===== config.mk =====
export PLATFORM = sky130hd
export DESIGN_NAME = fetch_queue_flat
export DESIGN_NICKNAME = d
export VERILOG_FILES = /design/src/rtl/fetch_queue_if.sv /design/src/rtl/fetch_queue.sv /design/src/flat_wrapper.sv
export SDC_FILE = /design/constraint.sdc
export NUM_CORES = 1
export LEC_CHECK = 0
export CAP_MARGIN = 30
export CORE_MARGIN = 10
export CORE_UTILIZATION = 51
export CTS_CLUSTER_SIZE = 10
export DETAILED_ROUTE_END_ITERATION = 10
export PLACE_DENSITY_LB_ADDON = 0.3
export SLEW_MARGIN = 20
export SYNTH_ARGS = -nofsm -noshare
export SYNTH_HDL_FRONTEND = slang
export SYNTH_SLANG_ARGS = --single-unit

===== constraint.sdc =====
create_clock -name CLK -period 3.7 [get_ports CLK]
set_input_delay 0.74 -clock CLK [delete_from_list [all_inputs] [get_ports CLK]]
set_output_delay 0.74 -clock CLK [all_outputs]
set_load 0.1 [all_outputs]

===== src/rtl/fetch_queue_if.sv =====
// Bundle of fetch-side and decode-side signals around the instruction fetch queue.
// The master view belongs to the queue; the slave view belongs to the PC/memory/decode side.
interface fetch_queue_if;
  logic [31:0] PC_OUT;
  logic [31:0] MEM_DOUT1;
  logic        FLUSH;
  logic        ID_READY;
  logic        FETCH_EN;
  logic        ID_VALID;
  logic [31:0] ID_PC;
  logic [31:0] ID_PC_4;
  logic [31:0] ID_INSTR;

  modport master (
    input  PC_OUT, MEM_DOUT1, FLUSH, ID_READY,
    output FETCH_EN, ID_VALID, ID_PC, ID_PC_4, ID_INSTR
  );

  modport slave (
    output PC_OUT, MEM_DOUT1, FLUSH, ID_READY,
    input  FETCH_EN, ID_VALID, ID_PC, ID_PC_4, ID_INSTR
  );
endinterface


===== src/rtl/fetch_queue.sv =====
// Instruction-fetch buffer: tags each fetch with its PC, captures the word a cycle later,
// queues {PC, PC+4, INSTR} for decode and throttles fetch by free credit.
module fetch_queue #(
  parameter int          DEPTH     = 4,
  parameter logic [31:0] NOP_INSTR = 32'h00000013
) (
  input logic          CLK,
  input logic          RST,
  fetch_queue_if.master bus
);

  localparam int PTR_W = $clog2(DEPTH);
  localparam int CNT_W = PTR_W + 1;
  localparam logic [CNT_W:0] DEPTH_OCC = (CNT_W + 1)'(DEPTH);
  localparam logic [CNT_W-1:0] DEPTH_CNT = CNT_W'(DEPTH);

  typedef struct packed {
    logic [31:0] pc;
    logic [31:0] pc_4;
    logic [31:0] instr;
  } entry_t;

  entry_t           buffer [DEPTH];
  entry_t           head;
  logic [PTR_W-1:0] rd_ptr;
  logic [PTR_W-1:0] wr_ptr;
  logic [CNT_W-1:0] count;
  logic [CNT_W:0]   occupancy;
  logic             inflight_q;
  logic [31:0]      pc_d1;
  logic             fetch_en;
  logic             not_empty;
  logic             push;
  logic             pop;

  // In-flight fetches hold a credit, so the queue can never be pushed past DEPTH.
  always_comb begin
    not_empty = (count != '0);
    occupancy = {1'b0, count} + {{CNT_W{1'b0}}, inflight_q};
    fetch_en  = RST & (bus.FLUSH | (occupancy < DEPTH_OCC));
    push      = inflight_q & ~bus.FLUSH;
    pop       = not_empty & bus.ID_READY & ~bus.FLUSH;
    head      = buffer[rd_ptr];
  end

  always_comb begin
    bus.FETCH_EN = fetch_en;
    bus.ID_VALID = not_empty;
    bus.ID_PC    = '0;
    bus.ID_PC_4  = '0;
    bus.ID_INSTR = NOP_INSTR;
    if (not_empty) begin
      bus.ID_PC    = head.pc;
      bus.ID_PC_4  = head.pc_4;
      bus.ID_INSTR = head.instr;
    end
  end

  always_ff @(posedge CLK or negedge RST) begin
    if (!RST) begin
      rd_ptr     <= '0;
      wr_ptr     <= '0;
      count      <= '0;
      inflight_q <= 1'b0;
      pc_d1      <= '0;
    end else begin
      if (fetch_en) begin
        pc_d1 <= bus.PC_OUT;
      end
      // A read issued during a redirect comes from the old PC and is dropped.
      inflight_q <= fetch_en & ~bus.FLUSH;
      if (bus.FLUSH) begin
        count  <= '0;
        rd_ptr <= wr_ptr;
      end else begin
        if (push) begin
          wr_ptr <= wr_ptr + 1'b1;
        end
        if (pop) begin
          rd_ptr <= rd_ptr + 1'b1;
        end
        if (push && !pop) begin
          count <= count + 1'b1;
        end else if (pop && !push) begin
          count <= count - 1'b1;
        end
      end
    end
  end

  always_ff @(posedge CLK) begin
    if (push) begin
      buffer[wr_ptr] <= {pc_d1, pc_d1 + 32'd4, bus.MEM_DOUT1};
    end
  end

  a_no_push_when_full : assert property (
    @(posedge CLK) disable iff (!RST) !(push && count == DEPTH_CNT)
  );

endmodule


===== src/flat_wrapper.sv =====
// flat-port wrapper written by rule: the top's interface ports become plain ports
module fetch_queue_flat 
#(
  parameter int          DEPTH     = 4,
  parameter logic [31:0] NOP_INSTR = 32'h00000013
)
  (CLK, RST, bus_PC_OUT, bus_MEM_DOUT1, bus_FLUSH, bus_ID_READY, bus_FETCH_EN, bus_ID_VALID, bus_ID_PC, bus_ID_PC_4, bus_ID_INSTR);
  fetch_queue_if bus_i ();
  input logic CLK;
  input logic RST;
  input wire logic [$bits(bus_i.PC_OUT)-1:0] bus_PC_OUT;
  input wire logic [$bits(bus_i.MEM_DOUT1)-1:0] bus_MEM_DOUT1;
  input wire logic [$bits(bus_i.FLUSH)-1:0] bus_FLUSH;
  input wire logic [$bits(bus_i.ID_READY)-1:0] bus_ID_READY;
  output wire logic [$bits(bus_i.FETCH_EN)-1:0] bus_FETCH_EN;
  output wire logic [$bits(bus_i.ID_VALID)-1:0] bus_ID_VALID;
  output wire logic [$bits(bus_i.ID_PC)-1:0] bus_ID_PC;
  output wire logic [$bits(bus_i.ID_PC_4)-1:0] bus_ID_PC_4;
  output wire logic [$bits(bus_i.ID_INSTR)-1:0] bus_ID_INSTR;
  assign bus_i.PC_OUT = bus_PC_OUT;
  assign bus_i.MEM_DOUT1 = bus_MEM_DOUT1;
  assign bus_i.FLUSH = bus_FLUSH;
  assign bus_i.ID_READY = bus_ID_READY;
  assign bus_FETCH_EN = bus_i.FETCH_EN;
  assign bus_ID_VALID = bus_i.ID_VALID;
  assign bus_ID_PC = bus_i.ID_PC;
  assign bus_ID_PC_4 = bus_i.ID_PC_4;
  assign bus_ID_INSTR = bus_i.ID_INSTR;
  fetch_queue #(.DEPTH(DEPTH), .NOP_INSTR(NOP_INSTR)) u_core (.CLK(CLK), .RST(RST), .bus(bus_i));
endmodule

# Word level (Yosys, flattened, before mapping)
# Memories as Yosys holds them, arrays and structs flattened.
# Cells that the tools add are included.
[totals]
out_inout_bits = 98
reg_bits = 40
n_memories = 1
ram_bits = 384
[memory_table]
columns = ["memory", "depth", "word_bits", "rd", "rd_ports_with_merged_regs", "wr", "line", "rtl"]
rows = [
  ["u_core.buffer", 4, 96, 1, 0, 1, "fetch_queue.sv:23", "entry_t buffer [DEPTH];"],
]
[classes]
mux = 10
bitwise = 7
n_addsub = 6
order_cmp = 1
n_reduce_logical = 8
[ops]
columns = ["op", "count"]
rows = [
  ["2-to-1 mux 32 bit", 3],
  ["adder 32 x 3 -> 32 bit, second input constant", 1],
  ["2-to-1 mux 3 bit", 3],
  ["nonzero test 3 bit", 2],
  ["bitwise AND 1 bit", 5],
  ["adder 2 x 1 -> 2 bit, second input constant", 2],
  ["adder 3 x 1 -> 4 bit", 1],
  ["< comparator 4 x 3 -> 1 bit, second input constant", 1],
  ["2-to-1 mux 2 bit", 2],
  ["adder 3 x 1 -> 3 bit, second input constant", 1],
  ["subtractor 3 x 1 -> 3 bit, second input constant", 1],
  ["logical AND 1 bit", 2],
  ["zero test 1 bit", 2],
  ["2-to-1 mux 1 bit", 2],
  ["AND reduction 2 bit", 1],
  ["nonzero test 2 bit", 1],
  ["inverter 1 bit", 1],
  ["bitwise OR 1 bit", 1],
]

# Depth between registers and ports, before layout
[logic_depth]
depth_word = 7
ltp_mapped = 8
depth_no_buf = 7

# Worst setup path before layout
# OpenSTA, ideal clock, no wires.
[synth_path]
path_kind = "input -> register"
from = "in bus_FLUSH"
to = "mem u_core.buffer[0][0] in the netlist's numbering, enable pin"
n_path_buf = 1
setup_slack_ns = -0.246
cell_stages = 3
required_time_ns = 3.237
setup_time_ns = 0.463
arrival_ns = 3.483
cell_sequence = "clkbuf_1 > nor2b_1 > and2_1"
[synth_between]
elab_chain_len = 4
[synth_lines]
columns = ["element", "line", "rtl"]
rows = [
  ["start, declared", "flat_wrapper.sv:13", "input wire logic [$bits(bus_i.FLUSH)-1:0] bus_FLUSH;"],
  ["inverter 1 bit", "fetch_queue.sv:41", "push = inflight_q & ~bus.FLUSH;"],
  ["bitwise AND 1 bit", "fetch_queue.sv:41", ""],
  ["2-to-1 mux 1 bit", "fetch_queue.sv:92", "if (push) begin"],
  ["2-to-1 mux 1 bit (implied by the code)", "fetch_queue.sv:93", "buffer[wr_ptr] <= {pc_d1, pc_d1 + 32'd4, bus.MEM_DOUT1};"],
  ["end, declared", "fetch_queue.sv:23", ""],
]
# No other way between the ends.

# Worst setup path in the final report
[layout_path]
from = "reg u_core.rd_ptr[0]"
to = "out bus_ID_INSTR[1]"
[layout_between]
elab_chain_len = 2
[layout_lines]
columns = ["element", "line", "rtl"]
rows = [
  ["start, declared", "fetch_queue.sv:25", "logic [PTR_W-1:0] rd_ptr;"],
  ["start signal, assigned", "fetch_queue.sv:74", "rd_ptr <= wr_ptr;"],
  ["start signal, assigned", "fetch_queue.sv:80", "rd_ptr <= rd_ptr + 1'b1;"],
  ["memory read (4 x 96 bit)", "--", ""],
  ["2-to-1 mux 32 bit", "fetch_queue.sv:52", "if (not_empty) begin"],
  ["end, declared", "flat_wrapper.sv:19", "output wire logic [$bits(bus_i.ID_INSTR)-1:0] bus_ID_INSTR;"],
]
# No other way between the ends.

==> impl_results.md <==
* Outcome: complete, no violations
* Max H-tree Level at 2
* Post-DP HPWL at 22.1 mm
* Finished layout cell area at 20,800 sq um
* Inserted Clock Buffers at 48
* Ys async rst share at 0.0962
* Min Tclk post-route at 3.44 ns
* Clock-pin slew on the worst setup and hold paths at 0.06 ns
* Final Util at 0.656
* Worst skew pair latency at 0.55 ns
* Global route overflow at 0
* Final Hold Viols at 0
* GRT Total Usage at 0.176
* Main combinational cell family by area after synthesis: multiplexers
* CTS tree: done
* Area leader, netlist: edfxtp_1
* Routability Congestion at 0.739
* Data required, critical path at 2.96 ns
* Final Max Tran Viols at 0
* Avg Cell Area, Syn at 20.7 sq um
* Post-synthesis compound-gate area fraction at 0.00358
* Number of global-route vias before repair at 8,579
* Core ar. at 31,600 sq um
* DRT Wirelength at 34.1 mm
* Slew @ Worst Pin at 0.630 ns
* Final worst setup slack at 0.261 ns
* Final Net Count at 1,068
* Ys Warns at 0
* Worst-case clock buffer depth at 3
* Xor and xnor area share after synthesis at 0.0176
* Area post-placement at 19,400 sq um
* Die H at 199 um
* DR vias/cell at 5.65
* Area Growth Syn to Fin at 26.5%
* Die area at 39,700 sq um
* Fillers at 2,057
* Initial core utilization at 0.519
* Synth Area in Adders at 0.00503
* Yosys cell types at 36
* Synth Area in Simple Gates at 0.0603
* Initial antenna violation count at 2
* Remaining antenna violation count at 0
* Row count at 65
* Post_cts resized at 0
* Layout cells sized above 1 at 0.315
* Post-CTS Setup Inserts at 0
* Syn nets at 866
* Clock Root Buffer: clkbuf_16
* Crit Path Class: flop to primary output
* Mux share of post-synthesis cell area at 0.152
* Inserted Diodes at 0
* # setup viols final at 0
* Wire length per cell at 23.9 um
* Area share of the largest cell type after synthesis at 0.688
* Worst Skew at 0.0227 ns
* Crit end category: primary output
* Synth Register Bits at 416
* Fmax at 291 MHz
* EDFF count, synth at 376
* Clock Sink Count at 416
* CP Launch Type: flop
* Slew HR at 0.580
* Synth area leaders: edfxtp_1 (69%), mux4_2 (13%), dfrtp_1 (6.1%), and2_1 (3.7%), mux2_2 (2.2%)
* Post-route setup TNS at 0 ns
* Post-synthesis cell area at 16,400 sq um
* Seq/Total Area, Yosys at 0.749
* Post-synthesis cell count at 792
* Most used flip-flop cell after synthesis: edfxtp_1
* Detailed-router iteration count before antenna repair at 5
* Worst Path Max Fanout at 20
* Final Cycle Share at 0.929
* Min-Delay Path Class: input port to async pin
* Io pins at 166
* Port Buffers at 165
* DRC at 0
* DRT iter0 DRCs at 626
* Setup WS pre-CTS at 0.640 ns
* MaxCap Viol Count at 0
* CTS Hold Bufs at 0
* Pin count of the biggest net entering global routing at 41
* First-pass GRT wire length at 52.5 mm
* WP data arrival at 2.70 ns
* Die X at 199 um
* Routed vias at 8,053
* RSZ-0062 raised after global routing: false
-- cell type report --
type	instances	area, sq um	share of cell area
well taps	402	503	0.0242
clock inverters	4	31.3	0.00151
inverters	7	26.3	0.00127
flip-flops and latches	416	12300	0.593
repair buffers	190	2640	0.127
clock buffers	76	1330	0.0640
multi-input cells	331	3930	0.189
-- state kept, by name (all words and copies together) (netlist names) --
signal and count:
u_core.buffer 376, u_core.count 3, u_core.inflight_q 1, u_core.pc_d1 32, u_core.rd_ptr 2, u_core.wr_ptr 2
-- cells by family after synthesis --
family / after synthesis
AO/OA/AOI/OAI: 7
XOR/XNOR: 33
adder cells (fa/ha/maj): 6
buffers and inverters: 45
flip-flops: 416
multiplexers: 127
AND/OR/NAND/NOR: 158
-- placed cells by master (no fill, tap or decap), types with 2 or more instances in the layout --
master and count:
nand3_1 11, clkdlybuf4s50_1 66, xor2_1 10, ha_1 5, nand4_1 6, edfxtp_1 376, buf_4 39, nand2_1 13
inv_6 3, nand2b_1 2, nor4_4 2, o21ai_0 3, mux2_2 32, clkbuf_16 49, mux4_2 94, buf_12 84
xnor2_1 23, nor3_1 4, or2_2 3, dfrtp_4 2, and2_4 4, dfrtp_1 38, clkbuf_1 27, and2_1 93
nor2_1 9, and4_1 2, and3_1 2, inv_1 6
-- metrics by stage --
stage | hold slack, ns | instances
2_1_floorplan | 0.444 | 792
3_3_place_gp | 0.493 | 1346
3_5_place_dp | 0.515 | 1346
4_1_cts | 0.444 | 1426
5_1_grt | 0.451 | 1426
6_report | 0.410 | 1426
-- worst paths after layout --
path                             startpoint              endpoint  slack (ns)  depth (start not counted)
hold / removal                          RST       u_core.pc_d1[0]        0.41                          2
min in group CLK            u_core.pc_d1[1]  u_core.buffer[0][65]        0.55                          0
setup reg to reg           u_core.pc_d1[11]  u_core.buffer[3][63]        1.44                          4
max in group asynchronous               RST      u_core.rd_ptr[1]        2.80                          2
setup / recovery           u_core.rd_ptr[0]       bus_ID_INSTR[1]        0.26                          4
hold reg to reg             u_core.pc_d1[1]  u_core.buffer[0][65]        0.55                          0
-- worst max-delay path, stage by stage, from the launching register on --
cell and delay [ns]:
dfrtp_4 0.70, buf_4 0.32, mux4_2 0.55, or2_2 0.31, buf_4 0.24
-- Yosys cell counts (3+ instances only) --
library cell and count:
and2_1 97, buf_2 10, buf_4 7, clkbuf_1 21
dfrtp_1 40, edfxtp_1 376, ha_1 5, inv_1 7
mux2_2 32, mux4_2 94, nand2_1 13, nand3_1 11
nand4_1 6, nor2_1 9, nor3_1 4, o21ai_0 3
or2_2 3, xnor2_1 23, xor2_1 10
-- layer usage --
metal | vias to the layer above | part of all wire | global-route usage
li1 | 3555 | - | -
met1 | 4206 | 0.41 | 0.232
met2 | 239 | 0.51 | 0.287
met3 | 49 | 0.063 | 0.0382
met4 | 4 | 0.022 | 0.0547
met5 | - | 0.00073 | 0
Power is not shown: default switching activity piles up to over one toggle a cycle in this logic, so the estimate is an artifact.
